[config.mk]
export PLATFORM = sky130hd
export DESIGN_NAME = s7_iserdes_align
export DESIGN_NICKNAME = d
export VERILOG_FILES = /design/src/rtl/s7_iserdes_align.sv
export SDC_FILE = /design/constraint.sdc
export NUM_CORES = 1
export LEC_CHECK = 0
export CORE_UTILIZATION = 50
export DETAILED_ROUTE_END_ITERATION = 8
export GPL_TIMING_DRIVEN = 0
export PLACE_DENSITY = 0.8
export SLEW_MARGIN = 20
export SYNTH_ARGS = -nofsm -noshare
export SYNTH_HDL_FRONTEND = slang
export SYNTH_SLANG_ARGS = --single-unit
[constraint.sdc]
create_clock -name sys_clk -period 1.7 [get_ports sys_clk]
set_input_delay 0.425 -clock sys_clk [delete_from_list [all_inputs] [get_ports sys_clk]]
set_output_delay 0.425 -clock sys_clk [all_outputs]
set_load 0.05 [all_outputs]
[src/rtl/s7_iserdes_align.sv]
// s7_iserdes_align
//   Link-training controller for a 7-series ISERDES/IDELAY receive lane.
//   It sweeps the IDELAY taps on the frame lane and finds the longest run of
//   taps that give stable deserialized words. It then parks the tap at the
//   centre of that run and pulses BITSLIP until the frame word matches
//   FRAME_PATTERN. Everything runs in the CLKDIV domain.
//
// Ports
//   sys_clk     in   CLKDIV-domain clock
//   sys_rst_n   in   async active-low reset (release synchronised internally)
//   start       in   1-cycle pulse, begins training (honoured in IDLE/DONE/FAIL)
//   frame_word  in   ISERDES parallel word of the frame lane
//   idelay_tap  out  IDELAY CNTVALUEIN, holds last loaded value
//   idelay_ld   out  1-cycle IDELAY LD strobe
//   bitslip     out  1-cycle ISERDES BITSLIP pulse
//   busy        out  training in progress
//   done        out  aligned, held until next start
//   fail        out  training failed, held until next start
//   win_len     out  length of chosen stable window (0..32)
//
// State table
//   IDLE      | waiting for start after reset
//   LOAD      | sweep: idelay_ld pulse for current tap
//   SETTLE    | sweep: let IDELAY settle
//   SAMPLE    | sweep: check N_SAMPLE words for stability, update window
//   CENTER    | pick centre of best window (or fail if none)
//   CLOAD     | idelay_ld pulse for centre tap
//   CSETTLE   | let IDELAY settle on centre tap
//   SLIP_CHK  | compare N_SAMPLE words against FRAME_PATTERN
//   SLIP      | bitslip pulse
//   SLIP_WAIT | let ISERDES settle after bitslip
//   DONE      | aligned
//   FAIL      | no window, or bitslip budget exhausted
module s7_iserdes_align #(
  parameter int              DW            = 8,
  parameter logic [DW-1:0]   FRAME_PATTERN = 8'hF0,
  parameter int              N_TAPS        = 32,
  parameter int              SETTLE        = 16,
  parameter int              N_SAMPLE      = 64,
  parameter int              SLIP_WAIT     = 4,
  parameter int              SLIP_MAX      = 8
) (
  input  logic          sys_clk,
  input  logic          sys_rst_n,
  input  logic          start,
  input  logic [DW-1:0] frame_word,
  output logic [4:0]    idelay_tap,
  output logic          idelay_ld,
  output logic          bitslip,
  output logic          busy,
  output logic          done,
  output logic          fail,
  output logic [5:0]    win_len
);

  typedef enum logic [3:0] {
    S_IDLE, S_LOAD, S_SETTLE, S_SAMPLE, S_CENTER, S_CLOAD, S_CSETTLE,
    S_SLIP_CHK, S_SLIP, S_SLIP_WAIT, S_DONE, S_FAIL
  } state_t;

  // Reset asserts asynchronously but releases on a clock edge, so the FSM
  // never starts up mid-cycle and no strobe can appear partially.
  logic rst_meta_q, rst_sync_q;

  always_ff @(posedge sys_clk or negedge sys_rst_n) begin
    if (!sys_rst_n) begin
      rst_meta_q <= 1'b0;
      rst_sync_q <= 1'b0;
    end else begin
      rst_meta_q <= 1'b1;
      rst_sync_q <= rst_meta_q;
    end
  end

  state_t        state_q, state_d;
  logic [7:0]    cnt_q, cnt_d;
  logic [4:0]    tap_q, tap_d;
  logic [DW-1:0] ref_q, ref_d;
  logic          bad_q, bad_d;
  logic [5:0]    cur_len_q, cur_len_d;
  logic [4:0]    cur_start_q, cur_start_d;
  logic [5:0]    best_len_q, best_len_d;
  logic [4:0]    best_start_q, best_start_d;
  logic [5:0]    win_len_q, win_len_d;
  logic [3:0]    slips_q, slips_d;

  logic          samp_stable;
  logic          pat_mism;
  logic [5:0]    len_inc;
  logic [4:0]    start_eff;

  always_ff @(posedge sys_clk or negedge rst_sync_q) begin
    if (!rst_sync_q) begin
      state_q      <= S_IDLE;
      cnt_q        <= '0;
      tap_q        <= '0;
      ref_q        <= '0;
      bad_q        <= 1'b0;
      cur_len_q    <= '0;
      cur_start_q  <= '0;
      best_len_q   <= '0;
      best_start_q <= '0;
      win_len_q    <= '0;
      slips_q      <= '0;
    end else begin
      state_q      <= state_d;
      cnt_q        <= cnt_d;
      tap_q        <= tap_d;
      ref_q        <= ref_d;
      bad_q        <= bad_d;
      cur_len_q    <= cur_len_d;
      cur_start_q  <= cur_start_d;
      best_len_q   <= best_len_d;
      best_start_q <= best_start_d;
      win_len_q    <= win_len_d;
      slips_q      <= slips_d;
    end
  end

  always_comb begin
    state_d      = state_q;
    cnt_d        = cnt_q;
    tap_d        = tap_q;
    ref_d        = ref_q;
    bad_d        = bad_q;
    cur_len_d    = cur_len_q;
    cur_start_d  = cur_start_q;
    best_len_d   = best_len_q;
    best_start_d = best_start_q;
    win_len_d    = win_len_q;
    slips_d      = slips_q;

    // The last word of a sample run is judged combinationally so the
    // decision lands on the same edge as that word.
    samp_stable = !bad_q && (frame_word == ref_q);
    pat_mism    = (frame_word != FRAME_PATTERN);
    len_inc     = cur_len_q + 6'd1;
    start_eff   = (cur_len_q == 6'd0) ? tap_q : cur_start_q;

    case (state_q)
      S_IDLE, S_DONE, S_FAIL: begin
        if (start) begin
          tap_d        = '0;
          cur_len_d    = '0;
          cur_start_d  = '0;
          best_len_d   = '0;
          best_start_d = '0;
          win_len_d    = '0;
          slips_d      = '0;
          state_d      = S_LOAD;
        end
      end

      S_LOAD: begin
        cnt_d   = 8'(SETTLE - 1);
        state_d = S_SETTLE;
      end

      S_SETTLE: begin
        if (cnt_q == 8'd0) begin
          cnt_d   = 8'(N_SAMPLE - 1);
          state_d = S_SAMPLE;
        end else begin
          cnt_d = cnt_q - 8'd1;
        end
      end

      S_SAMPLE: begin
        if (cnt_q == 8'(N_SAMPLE - 1)) begin
          ref_d = frame_word;
          bad_d = 1'b0;
        end else if (frame_word != ref_q) begin
          bad_d = 1'b1;
        end
        if (cnt_q == 8'd0) begin
          if (samp_stable) begin
            cur_len_d   = len_inc;
            cur_start_d = start_eff;
            // Strict compare: on a tie the earlier window stays selected.
            if (len_inc > best_len_q) begin
              best_len_d   = len_inc;
              best_start_d = start_eff;
            end
          end else begin
            cur_len_d = '0;
          end
          if (tap_q == 5'(N_TAPS - 1)) begin
            state_d = S_CENTER;
          end else begin
            tap_d   = tap_q + 5'd1;
            state_d = S_LOAD;
          end
        end else begin
          cnt_d = cnt_q - 8'd1;
        end
      end

      S_CENTER: begin
        if (best_len_q == 6'd0) begin
          state_d = S_FAIL;
        end else begin
          tap_d     = best_start_q + 5'((best_len_q - 6'd1) >> 1);
          win_len_d = best_len_q;
          slips_d   = '0;
          state_d   = S_CLOAD;
        end
      end

      S_CLOAD: begin
        cnt_d   = 8'(SETTLE - 1);
        state_d = S_CSETTLE;
      end

      S_CSETTLE: begin
        if (cnt_q == 8'd0) begin
          cnt_d   = 8'(N_SAMPLE - 1);
          bad_d   = 1'b0;
          state_d = S_SLIP_CHK;
        end else begin
          cnt_d = cnt_q - 8'd1;
        end
      end

      S_SLIP_CHK: begin
        if (pat_mism) bad_d = 1'b1;
        if (cnt_q == 8'd0) begin
          if (bad_q || pat_mism) begin
            state_d = (slips_q == 4'(SLIP_MAX)) ? S_FAIL : S_SLIP;
          end else begin
            state_d = S_DONE;
          end
        end else begin
          cnt_d = cnt_q - 8'd1;
        end
      end

      S_SLIP: begin
        slips_d = slips_q + 4'd1;
        cnt_d   = 8'(SLIP_WAIT - 1);
        state_d = S_SLIP_WAIT;
      end

      S_SLIP_WAIT: begin
        if (cnt_q == 8'd0) begin
          cnt_d   = 8'(N_SAMPLE - 1);
          bad_d   = 1'b0;
          state_d = S_SLIP_CHK;
        end else begin
          cnt_d = cnt_q - 8'd1;
        end
      end

      default: state_d = S_IDLE;
    endcase
  end

  // Strobes are decoded straight from the state register: each strobe state
  // lasts exactly one cycle, and LOAD/CLOAD never coincide with SLIP.
  assign idelay_tap = tap_q;
  assign idelay_ld  = (state_q == S_LOAD) || (state_q == S_CLOAD);
  assign bitslip    = (state_q == S_SLIP);
  assign busy       = (state_q != S_IDLE) && (state_q != S_DONE) && (state_q != S_FAIL);
  assign done       = (state_q == S_DONE);
  assign fail       = (state_q == S_FAIL);
  assign win_len    = win_len_q;

endmodule

==> flow_metrics.env <==
export IMPL_status="complete, but fails checks"
export IMPL_violations="negative setup slack"
export IMPL_initial_utilization_pct=53.0
export IMPL_synth_edf_count=0
export IMPL_cts_made_buffers=9
export IMPL_vias=3613
export IMPL_yosys_warnings=0
export IMPL_cp_cell_sequence="ha_4 > nand3_4 > xnor2_4 > ha_4 > nand4_1 > a21oi_2 > o32ai_4 > a21oi_4 > nand2b_4 > buf_8 > buf_12 > a32o_1"
export IMPL_post_route_min_period_ns=2.62
export IMPL_seq_area_frac_synth_pct=40.8
export IMPL_clock_tree_buffer_depth=2
export IMPL_hold_class="primary input to async pin"
export IMPL_grt_pass1_wl_um=16500
export IMPL_cp_data_required_time_ns=1.94
export IMPL_grt_pass1_vias=3343
export IMPL_grt_max_degree=59
export IMPL_cts_hold_buf=0
export IMPL_maxSlewHeadroom_pct=48.9
export IMPL_cts_tree="built"
export IMPL_ctsRootBufferMaster="clkbuf_8"
export IMPL_clkSinkCount=60
export IMPL_slowest_stage="dfrtp_2"
export IMPL_async_flop_share_pct=100
export IMPL_fin_skew_ns=0.00724
export IMPL_path_class="register to register"
export IMPL_finalCritPeriodShare_pct=154
export IMPL_drive_gt1_share_pct=45.5
export IMPL_synthesis_nets=419
export IMPL_die_width_um=87.8
export IMPL_rows=30
export IMPL_dieArea_um2=7710
export IMPL_slew_violations=0
export IMPL_io_pins=27
export IMPL_core_um2=6940
export IMPL_route_detailed_drc=0
export IMPL_power_density_nw_per_um2=1470
export IMPL_final_cell_count_no_fill=588
export IMPL_dpl_hpwl_um=6110
export IMPL_hold_viol_final=0
export IMPL_cpMostUsedCell="ha_4"
export IMPL_total_power_w=0.00822
export IMPL_grt_overflow_total=0
export IMPL_syn_instance_count=387
export IMPL_post_route_cell_area_um2=5600
export IMPL_placedCellCount=509
export IMPL_worstSkewPairLatency_ns=0.35
export IMPL_drt_total_wl_um=12600
export IMPL_cp_max_fo=6
export IMPL_antenna_found_initial=0
export IMPL_syn2layout_area_growth_pct=52.0
export IMPL_grt_usage_pct=28.7
export IMPL_r2r_slack_ns=-0.92
export IMPL_ys_types=62
export IMPL_fin_ws_ns=-0.921
export IMPL_numPortBuffers=26
export IMPL_antenna_cells=0
export IMPL_totalNegativeSetupSlack_ns=-15.80
export IMPL_critical_path_max_stage_delay_ns=0.47
export IMPL_p_leak_nw=2.49
export IMPL_crit_path_end_kind="register"
export IMPL_rsz0062_at_grt="true"
export IMPL_critPathArrivalTime_ns=2.86
export IMPL_wl_per_cell_um=21.4
export IMPL_die_h_um=87.8
export IMPL_synthFlopType="dfrtp_1"
export IMPL_syn_avg_cell_area_um2=9.51
export IMPL_worstMarginPinSlew_ns=0.767
export IMPL_ys_seq_elements=60
export IMPL_ant_nets=0
export IMPL_place_ws_ns=-1.05
export IMPL_htreeDepth=3
export IMPL_nets=519
export IMPL_irDropWorstVdd_mv=0.835
export IMPL_critPathLaunchType="register"
export IMPL_max_freq_mhz=382
export IMPL_netlist_area_um2=3680
export IMPL_cp_top_family="compound AO/OA/AOI/OAI gates"
export IMPL_crit_buf_inv=2
export IMPL_placed_area_um2=4230
export IMPL_setup_viol=46
export IMPL_drt_initial_drc_count=340
export IMPL_cts_clk_slew_worst_paths_ns=0.07
export IMPL_viasPerCell=6.14
export IMPL_drtPass1Iterations=5
export IMPL_gp_congestion=0.845
export IMPL_maxCapViolCount=0
[synth_stat cells, drive strengths merged, types with 4 or more instances]
cell     n  area (um^2)
ha      20          250
inv     24         90.1
nand3   12         72.6
nor4     4         37.5
xnor2    7         61.3
nor3     8         51.3
o22ai    4         25.0
a21o     4         30.0
a31oi    6         37.5
clkbuf   5         18.8
dfrtp   60         1500
xor2    15          131
mux2i    6         60.1
nand2b   7         46.3
mux2    19          229
nand2   42          160
a32o     9         90.1
a21oi   21          120
nor2b    5         33.8
o21ai   36          180
nor2    34          128
[metal layers]
metal / up-vias / GRT usage [%] / part of all wire [%]
met2: 197 / 46.9 / 51
met5: - / 0 / 0
li1: 1585 / - / -
met1: 1785 / 35.9 / 39
met4: 0 / 12.7 / 3.1
met3: 46 / 7.16 / 6.5
[where the power goes]
| part | switching [W] | total (W) | internal, W | leakage [nW] |
|---|---|---|---|---|
| registers | 0.000402 | 0.00209 | 0.00168 | 0.771 |
| clock network | 0.000595 | 0.00134 | 0.000746 | 0.109 |
| logic | 0.00264 | 0.00479 | 0.00215 | 1.61 |
| total | 0.00364 | 0.00822 | 0.00458 | 2.49 |
[cell families after synthesis]
logic type                 after synthesis  share of synthesized area [%]
DFF                                     60                           40.8
and+or+nand+nor                        127                           17.4
buffers and inverters                   32                           3.60
AOI/OAI and AO/OA                       99                           17.7
adders and majority gates               21                           7.34
muxes                                   25                           7.85
xor gates and xnor gates                22                           5.23
other                                    1                          0.102
[final timing paths]
kind	from	endpoint	cells after the start
worst max-delay path	cur_len_q[0]$_DFFE_PN0P_	best_len_q[0]$_DFFE_PN0P_	12
worst min-delay path	sys_rst_n	rst_meta_q$_DFF_PN0_	1
worst max register to register	cur_len_q[0]$_DFFE_PN0P_	best_len_q[0]$_DFFE_PN0P_	12
worst min register to register	rst_meta_q$_DFF_PN0_	rst_sync_q$_DFF_PN0_	0
max in group asynchronous	rst_sync_q$_DFF_PN0_	best_len_q[2]$_DFFE_PN0P_	0
min in group sys_clk	rst_meta_q$_DFF_PN0_	rst_sync_q$_DFF_PN0_	0
[repair_timing]
item                                   4_1_cts  5_1_grt
pin swaps                                   24       38
resized for setup                          135       89
endpoints found under the hold margin        0        0
setup buffers                               29       36
setup endpoints to repair                   72       63
cloned                                       1        0
[cell usage in the layout (no fill, tap or decap), drive strengths merged, types with 3 or more instances in the layout]
master | synthesis | final
a21o | 4 | 4
a21oi | 21 | 21
a22oi | 3 | 3
a31oi | 6 | 6
a32o | 9 | 9
buf | 3 | 74
clkbuf | 5 | 13
clkdlybuf4s15 | 0 | 6
clkdlybuf4s50 | 0 | 4
clkinv | 0 | 4
dfrtp | 60 | 60
dlygate4sd2 | 0 | 11
ha | 20 | 20
inv | 24 | 23
mux2 | 19 | 19
mux2i | 6 | 6
nand2 | 42 | 42
nand2b | 7 | 7
nand3 | 12 | 12
nand4 | 3 | 3
nor2 | 34 | 34
nor2b | 5 | 5
nor3 | 8 | 8
nor4 | 4 | 4
o21ai | 36 | 36
o22a | 3 | 3
o22ai | 4 | 4
xnor2 | 7 | 7
xor2 | 15 | 15
[worst register-to-register path, cell delays in order, from the launching register on]
cell      delay [ns]
dfrtp_2         0.47
ha_4            0.21
nand3_4         0.13
xnor2_4         0.19
ha_4            0.28
nand4_1         0.14
a21oi_2         0.21
o32ai_4         0.14
a21oi_4         0.19
nand2b_4        0.09
buf_8           0.14
buf_12          0.13
a32o_1          0.20
[through the flow]
stage / util, % / hold slack, ns
after floorplan: - / 0.129
final: 80.6 / 0.227
after global placement: 60.8 / 0.336
after global routing: 80.6 / 0.218
after detailed placement: 60.8 / 0.339
after CTS: 71.8 / 0.226
[flip-flops by register name, summed over array words and instances (netlist names)]
signal,cells
cnt_q,8
ref_q,8
best_len_q,6
cur_len_q,6
win_len,6
best_start_q,5
cur_start_q,5
idelay_tap,5
slips_q,4
state_q,4
bad_q,1
rst_meta_q,1
rst_sync_q,1
[final cells by class]
cell class                      instances  area [um^2]
Fill cell                             346         1350
Inverter                               24         96.3
Buffer                                  7         68.8
Timing Repair Buffer                   90          857
Sequential cell                        60         1520
Clock inverter                          5         50.0
Clock buffer                           11          151
Tap cell                               96          120
Multi-Input combinational cell        295         2730
Power figures use the tool's default switching activity.
